[src/rtl/cdc_rx_ctrl_if.sv]
// Byte-stream bus between the CDC read side, the receive controller and the downstream parser.
// The master drives the CDC-side inputs and observes the framed stream; the slave is the
// controller.
interface cdc_rx_ctrl_if;
  logic [7:0]  cdcDataIn;
  logic        cdcValidIn;
  logic        cdcErrIn;
  logic        resyncIn;
  logic        cdcRstOut;
  logic [7:0]  dataOut;
  logic        dataValidOut;
  logic        sofOut;
  logic        eofOut;
  logic        badOut;
  logic        lockedOut;
  logic [15:0] frameCntOut;
  logic [15:0] errCntOut;

  modport master (
    output cdcDataIn, cdcValidIn, cdcErrIn, resyncIn,
    input  cdcRstOut, dataOut, dataValidOut, sofOut, eofOut, badOut, lockedOut,
           frameCntOut, errCntOut
  );

  modport slave (
    input  cdcDataIn, cdcValidIn, cdcErrIn, resyncIn,
    output cdcRstOut, dataOut, dataValidOut, sofOut, eofOut, badOut, lockedOut,
           frameCntOut, errCntOut
  );
endinterface

[src/rtl/cdc_rx_ctrl.sv]
// Read-domain sequencer for the slow-to-fast byte CDC. Owns the CDC read-side reset, waits
// for a quiet line before joining the stream, then frames the gapless bytes on idle timeouts
// with a one-byte holding register so the last byte can carry eof.
module cdc_rx_ctrl #(
  parameter int unsigned IDLE_TIMEOUT = 8,
  parameter int unsigned RST_CYCLES   = 4,
  parameter int unsigned MAX_LEN      = 1518
) (
  input logic          clkIn,
  input logic          rstIn,
  cdc_rx_ctrl_if.slave bus
);

  localparam logic [1:0] RST_CDC  = 2'd0;
  localparam logic [1:0] QUIET    = 2'd1;
  localparam logic [1:0] IDLE     = 2'd2;
  localparam logic [1:0] IN_FRAME = 2'd3;

  localparam logic [7:0]  GAP_LAST = 8'(IDLE_TIMEOUT - 1);
  localparam logic [7:0]  RST_LAST = 8'(RST_CYCLES - 1);
  localparam logic [15:0] LEN_MAX  = 16'(MAX_LEN);
  localparam logic [15:0] CNT_MAX  = 16'hFFFF;

  logic [1:0]  stateQ, stateD;
  logic [7:0]  rstCntQ, rstCntD;
  logic [7:0]  gapCntQ, gapCntD;
  logic [15:0] lenQ, lenD;
  logic [7:0]  holdQ, holdD;
  logic        sofPendQ, sofPendD;
  logic [15:0] frameCntQ, frameCntD;
  logic [15:0] errCntQ, errCntD;
  logic        cdcRstQ, cdcRstD;
  logic [7:0]  dataQ, dataD;
  logic        dataValidQ, dataValidD;
  logic        sofQ, sofD;
  logic        eofQ, eofD;
  logic        badQ, badD;
  logic        lockedQ, lockedD;
  logic        errInc, frameInc;

  // Next-state, framing and registered-output decode.
  always_comb begin
    stateD     = stateQ;
    rstCntD    = rstCntQ;
    gapCntD    = gapCntQ;
    lenD       = lenQ;
    holdD      = holdQ;
    sofPendD   = sofPendQ;
    dataD      = dataQ;
    dataValidD = 1'b0;
    sofD       = 1'b0;
    eofD       = 1'b0;
    badD       = 1'b0;
    errInc     = 1'b0;
    frameInc   = 1'b0;

    unique case (stateQ)
      RST_CDC: begin
        // Only a resync request is honoured here; it restarts the hold-off.
        if (bus.resyncIn) begin
          rstCntD = '0;
        end else if (rstCntQ == RST_LAST) begin
          stateD  = QUIET;
          gapCntD = '0;
        end else begin
          rstCntD = rstCntQ + 8'd1;
        end
      end

      QUIET: begin
        if (bus.cdcErrIn || bus.resyncIn) begin
          errInc  = bus.cdcErrIn;
          stateD  = RST_CDC;
          rstCntD = '0;
        end else if (bus.cdcValidIn) begin
          // Traffic still running: we may be mid-frame, keep waiting.
          gapCntD = '0;
        end else if (gapCntQ == GAP_LAST) begin
          stateD  = IDLE;
          gapCntD = '0;
        end else begin
          gapCntD = gapCntQ + 8'd1;
        end
      end

      IDLE: begin
        if (bus.cdcErrIn || bus.resyncIn) begin
          errInc  = bus.cdcErrIn;
          stateD  = RST_CDC;
          rstCntD = '0;
        end else if (bus.cdcValidIn) begin
          holdD    = bus.cdcDataIn;
          sofPendD = 1'b1;
          lenD     = 16'd1;
          gapCntD  = '0;
          stateD   = IN_FRAME;
        end
      end

      IN_FRAME: begin
        if (bus.cdcErrIn || bus.resyncIn) begin
          // Abort: flush the held byte as a bad eof; the byte on this cycle is dropped.
          dataValidD = 1'b1;
          dataD      = holdQ;
          sofD       = sofPendQ;
          eofD       = 1'b1;
          badD       = 1'b1;
          errInc     = bus.cdcErrIn;
          stateD     = RST_CDC;
          rstCntD    = '0;
        end else if (bus.cdcValidIn) begin
          dataValidD = 1'b1;
          dataD      = holdQ;
          sofD       = sofPendQ;
          if (lenQ == LEN_MAX) begin
            // Truncate: held byte closes the frame, the overflow byte is dropped and we
            // resynchronise to the next quiet gap.
            eofD    = 1'b1;
            badD    = 1'b1;
            errInc  = 1'b1;
            stateD  = QUIET;
            gapCntD = '0;
          end else begin
            holdD    = bus.cdcDataIn;
            lenD     = lenQ + 16'd1;
            sofPendD = 1'b0;
            gapCntD  = '0;
          end
        end else if (gapCntQ == GAP_LAST) begin
          dataValidD = 1'b1;
          dataD      = holdQ;
          sofD       = sofPendQ;
          eofD       = 1'b1;
          frameInc   = 1'b1;
          stateD     = IDLE;
          gapCntD    = '0;
        end else begin
          gapCntD = gapCntQ + 8'd1;
        end
      end
    endcase

    frameCntD = (frameInc && (frameCntQ != CNT_MAX)) ? frameCntQ + 16'd1 : frameCntQ;
    errCntD   = (errInc && (errCntQ != CNT_MAX)) ? errCntQ + 16'd1 : errCntQ;
    cdcRstD   = (stateD == RST_CDC);
    lockedD   = (stateD == IDLE) || (stateD == IN_FRAME);
  end

  // State and output registers with synchronous reset.
  always_ff @(posedge clkIn) begin
    if (rstIn) begin
      stateQ     <= RST_CDC;
      rstCntQ    <= '0;
      gapCntQ    <= '0;
      lenQ       <= '0;
      holdQ      <= '0;
      sofPendQ   <= 1'b0;
      frameCntQ  <= '0;
      errCntQ    <= '0;
      cdcRstQ    <= 1'b1;
      dataQ      <= '0;
      dataValidQ <= 1'b0;
      sofQ       <= 1'b0;
      eofQ       <= 1'b0;
      badQ       <= 1'b0;
      lockedQ    <= 1'b0;
    end else begin
      stateQ     <= stateD;
      rstCntQ    <= rstCntD;
      gapCntQ    <= gapCntD;
      lenQ       <= lenD;
      holdQ      <= holdD;
      sofPendQ   <= sofPendD;
      frameCntQ  <= frameCntD;
      errCntQ    <= errCntD;
      cdcRstQ    <= cdcRstD;
      dataQ      <= dataD;
      dataValidQ <= dataValidD;
      sofQ       <= sofD;
      eofQ       <= eofD;
      badQ       <= badD;
      lockedQ    <= lockedD;
    end
  end

  assign bus.cdcRstOut    = cdcRstQ;
  assign bus.dataOut      = dataQ;
  assign bus.dataValidOut = dataValidQ;
  assign bus.sofOut       = sofQ;
  assign bus.eofOut       = eofQ;
  assign bus.badOut       = badQ;
  assign bus.lockedOut    = lockedQ;
  assign bus.frameCntOut  = frameCntQ;
  assign bus.errCntOut    = errCntQ;

endmodule

[src/flat_wrapper.sv]
// flat-port wrapper written by rule: the top's interface ports become plain ports
module cdc_rx_ctrl_flat 
#(
  parameter int unsigned IDLE_TIMEOUT = 8,
  parameter int unsigned RST_CYCLES   = 4,
  parameter int unsigned MAX_LEN      = 1518
)
  (clkIn, rstIn, bus_cdcDataIn, bus_cdcValidIn, bus_cdcErrIn, bus_resyncIn, bus_cdcRstOut, bus_dataOut, bus_dataValidOut, bus_sofOut, bus_eofOut, bus_badOut, bus_lockedOut, bus_frameCntOut, bus_errCntOut);
  cdc_rx_ctrl_if bus_i ();
  input logic clkIn;
  input logic rstIn;
  input wire logic [$bits(bus_i.cdcDataIn)-1:0] bus_cdcDataIn;
  input wire logic [$bits(bus_i.cdcValidIn)-1:0] bus_cdcValidIn;
  input wire logic [$bits(bus_i.cdcErrIn)-1:0] bus_cdcErrIn;
  input wire logic [$bits(bus_i.resyncIn)-1:0] bus_resyncIn;
  output wire logic [$bits(bus_i.cdcRstOut)-1:0] bus_cdcRstOut;
  output wire logic [$bits(bus_i.dataOut)-1:0] bus_dataOut;
  output wire logic [$bits(bus_i.dataValidOut)-1:0] bus_dataValidOut;
  output wire logic [$bits(bus_i.sofOut)-1:0] bus_sofOut;
  output wire logic [$bits(bus_i.eofOut)-1:0] bus_eofOut;
  output wire logic [$bits(bus_i.badOut)-1:0] bus_badOut;
  output wire logic [$bits(bus_i.lockedOut)-1:0] bus_lockedOut;
  output wire logic [$bits(bus_i.frameCntOut)-1:0] bus_frameCntOut;
  output wire logic [$bits(bus_i.errCntOut)-1:0] bus_errCntOut;
  assign bus_i.cdcDataIn = bus_cdcDataIn;
  assign bus_i.cdcValidIn = bus_cdcValidIn;
  assign bus_i.cdcErrIn = bus_cdcErrIn;
  assign bus_i.resyncIn = bus_resyncIn;
  assign bus_cdcRstOut = bus_i.cdcRstOut;
  assign bus_dataOut = bus_i.dataOut;
  assign bus_dataValidOut = bus_i.dataValidOut;
  assign bus_sofOut = bus_i.sofOut;
  assign bus_eofOut = bus_i.eofOut;
  assign bus_badOut = bus_i.badOut;
  assign bus_lockedOut = bus_i.lockedOut;
  assign bus_frameCntOut = bus_i.frameCntOut;
  assign bus_errCntOut = bus_i.errCntOut;
  cdc_rx_ctrl #(.IDLE_TIMEOUT(IDLE_TIMEOUT), .RST_CYCLES(RST_CYCLES), .MAX_LEN(MAX_LEN)) u_core (.clkIn(clkIn), .rstIn(rstIn), .bus(bus_i));
endmodule
[config.mk]
export PLATFORM = sky130hd
export DESIGN_NAME = cdc_rx_ctrl_flat
export DESIGN_NICKNAME = d
export VERILOG_FILES = /design/src/rtl/cdc_rx_ctrl_if.sv /design/src/rtl/cdc_rx_ctrl.sv /design/src/flat_wrapper.sv
export SDC_FILE = /design/constraint.sdc
export NUM_CORES = 1
export LEC_CHECK = 0
export CAP_MARGIN = 20
export CORE_MARGIN = 2
export CORE_UTILIZATION = 59
export CTS_CLUSTER_SIZE = 20
export DETAILED_ROUTE_END_ITERATION = 10
export PLACE_DENSITY = 0.95
export RECOVER_POWER = 100
export SLEW_MARGIN = 10
export SYNTH_ARGS = -nofsm -noshare
export SYNTH_HDL_FRONTEND = slang
export SYNTH_SLANG_ARGS = --single-unit
[constraint.sdc]
create_clock -name clkIn -period 3.8 [get_ports clkIn]
set_clock_uncertainty 0.05 [all_clocks]
set_input_delay 0.76 -clock clkIn [delete_from_list [all_inputs] [get_ports clkIn]]
set_output_delay 0.76 -clock clkIn [all_outputs]
set_load 0.02 [all_outputs]
==> results.sh <==
export IMPL_port_buffer_count=58
export IMPL_status="complete, no violations"
export IMPL_fin_cells=650
export IMPL_grt_util_all_layers_pct=25.2
export IMPL_clock_tree_buffer_depth=2
export IMPL_critPathMaxFanout=18
export IMPL_drt_total_wl_um=10000
export IMPL_multiInputGateArea_um2=2380
export IMPL_first_pass_iters=5
export IMPL_start_kind="primary input"
export IMPL_pre_cts_ws_ns=0.767
export IMPL_drc=0
export IMPL_worst_setup_path_end_kind="flip-flop"
export IMPL_hp_start="u_core.sofPendQ$_SDFFE_PP0P_"
export IMPL_finalSetupViolCount=0
export IMPL_hold_class="reg2reg"
export IMPL_synth_top_area_share_pct=41.0
export IMPL_die_w_um=89.8
export IMPL_dp_cells=634
export IMPL_drive_gt1_share_pct=5.26
export IMPL_crit_required_ns=4.00
export IMPL_gp_congestion=0.874
export IMPL_synthTopCellsByCount="dfxtp_1 (89), nor2_1 (68), nand2_1 (31), a21oi_1 (30), xnor2_1 (30)"
export IMPL_clk_latency_ns=0.38
export IMPL_diodes=0
export IMPL_ys_top_cells_by_area="dfxtp_1 (41%), xnor2_1 (6.1%), nor2_1 (5.9%), mux2i_1 (3.7%), a21oi_1 (3.5%)"
export IMPL_nNetsFinal=570
export IMPL_drt_iter0_markers=362
export IMPL_slew_violations=0
export IMPL_r2r_end="u_core.holdQ[4]$_SDFFE_PP0P_"
export IMPL_io_pins=59
export IMPL_relSlewSlack_pct=37.0
export IMPL_syn_nets=518
export IMPL_timing_hold_ws_ns=0.420
export IMPL_vias=3937
export IMPL_arrival_ns=3.37
export IMPL_r2r_slack_ns=0.79
export IMPL_hold_violations=0
export IMPL_final_util_pct=71.5
export IMPL_cts_hold_buf=0
export IMPL_ys_flop_type="dfxtp_1"
export IMPL_ir_drop_uv=212
export IMPL_syn_area_per_cell_um2=8.79
export IMPL_grt_overflow_total=0
export IMPL_fmaxAchievable_mhz=316
export IMPL_route_antenna_remaining_nets=0
export IMPL_numCtsBuffers=9
export IMPL_worstMarginPinSlew_ns=0.942
export IMPL_grt_max_degree=41
export IMPL_fp_row_count=31
export IMPL_synth_seq_cells=89
export IMPL_via_per_inst=6.06
export IMPL_yosysUniqueCellTypes=55
export IMPL_hpwl_um=7010
export IMPL_p_per_area_nw_per_um2=333
export IMPL_root_buffer="clkbuf_8"
export IMPL_die_h_um=89.8
export IMPL_grt_pass1_vias=3709
export IMPL_core_area_um2=7180
export IMPL_fillers=528
export IMPL_yosysWarnings=0
export IMPL_setup_slack_ns=0.632
export IMPL_clk_pin_slew_ns=0.10
export IMPL_wire_per_inst_um=15.4
export IMPL_min_path_cells=2
export IMPL_clock_sinks=89
export IMPL_synth_most_common_cell="dfxtp_1"
export IMPL_ys_seq_area_share_pct=41.0
export IMPL_rsz0062_at_grt="no"
export IMPL_r2r_start="u_core.stateQ[1]$_SDFF_PP0_"
export IMPL_min_period_ns=3.17
export IMPL_syn_cell_area_um2=4340
export IMPL_synthCells=494
export IMPL_antenna_found_initial=0
export IMPL_cts_resized=0
export IMPL_cts_tree="built"
export IMPL_reg2regPathDepth=7
export IMPL_syn_to_final_growth_pct=18.2
export IMPL_synthArstFlopShare_pct=0
export IMPL_seq_area_um2=1780
export IMPL_grt_pass1_wl_um=17100
export IMPL_postCtsSetupBuffers=0
export IMPL_htreeDepth=3
export IMPL_initial_core_util_pct=60.5
export IMPL_synth_edff_count=0
export IMPL_power_leakage_uw=0.00182
export IMPL_die_area_um2=8060
export IMPL_synth_top_cell_by_area="dfxtp_1"
export IMPL_fin_crit_sh_pct=83.4
export IMPL_drv_cap=0
export IMPL_worstSetupPathType="in2reg"
export IMPL_final_setup_tns_ns=0
export IMPL_whs_endpoint="u_core.bus.sofOut$_SDFF_PP0_"
-- critical path: stages --
cell and delay (ns):
dlygate4sd3_1 0.83, nor3b_2 0.36, o21ai_2 0.27, nor2_1 0.80, mux2i_1 0.28, nor2_1 0.06
-- sequential cells by signal (all words and copies together) (netlist names), 2 cells and up --
signal	flops
u_core.bus.dataOut	8
u_core.bus.errCntOut	16
u_core.bus.frameCntOut	16
u_core.gapCntQ	8
u_core.holdQ	8
u_core.lenQ	16
u_core.rstCntQ	8
u_core.stateQ	2
-- power breakdown --
part | internal [µW] | total (µW) | switching [µW]
sequential | 940 | 948 | 8.26
combinational | 39.0 | 113 | 74.3
clock | 257 | 648 | 391
total | 1240 | 1710 | 474
-- layer usage --
| metal | GRT usage (%) | up-vias | share of wire [%] |
|---|---|---|---|
| met4 | 9.49 | 0 | 2.5 |
| li1 | - | 1907 | - |
| met5 | 0 | - | 0 |
| met1 | 30.8 | 1882 | 43 |
| met3 | 5.36 | 21 | 4.6 |
| met2 | 43.8 | 127 | 50 |
-- metrics by stage --
step | power, µW | instance area (µm²)
final | 1710 | 5130
after global routing | 1770 | 5130
after CTS | 1710 | 5170
after detailed placement | 1080 | 4980
after global placement | 1080 | 4980
after floorplan | 1040 | 4340
-- layout by cell type (no fill, tap or decap), drive strengths merged, types with 9 or more instances in the layout --
cell type	n
a21oi	30
and4	9
clkbuf	11
clkdlybuf4s50	9
dfxtp	89
dlygate4sd3	48
ha	11
inv	17
mux2i	16
nand2	31
nand3	19
nand4	22
nor2	69
nor3	14
nor4	21
o21ai	18
or3	11
xnor2	30
-- worst max-delay path by stage --
stage                     depth (start not counted)           start  slack, ns                        endpoint
after floorplan                                   6    bus_resyncIn       1.49  u_core.gapCntQ[5]$_SDFFE_PP0P_
after global placement                            6    bus_resyncIn       0.87  u_core.gapCntQ[7]$_SDFFE_PP0P_
after detailed placement                          6  bus_cdcValidIn       0.77    u_core.holdQ[4]$_SDFFE_PP0P_
after CTS                                         6    bus_resyncIn       1.13  u_core.gapCntQ[6]$_SDFFE_PP0P_
after global routing                              6  bus_cdcValidIn       0.47    u_core.holdQ[1]$_SDFFE_PP0P_
final                                             6  bus_cdcValidIn       0.63    u_core.holdQ[4]$_SDFFE_PP0P_
-- layout make-up --
class,instances,area share (%)
well taps,99,2.41
clock buffers,9,2.41
multi-input cells,370,46.3
repair buffers,62,11.7
clock inverters,7,1.41
flip-flops and latches,89,34.7
inverters,14,1.02
-- cell families after synthesis --
kind of cell	synth area share, %
mux	3.69
fa+ha+maj	3.17
compound gates	11.9
flops	41.0
buf+inv	3.57
xor+xnor	7.06
simple gates	29.5
No activity file was read; power rests on OpenSTA's default activity.
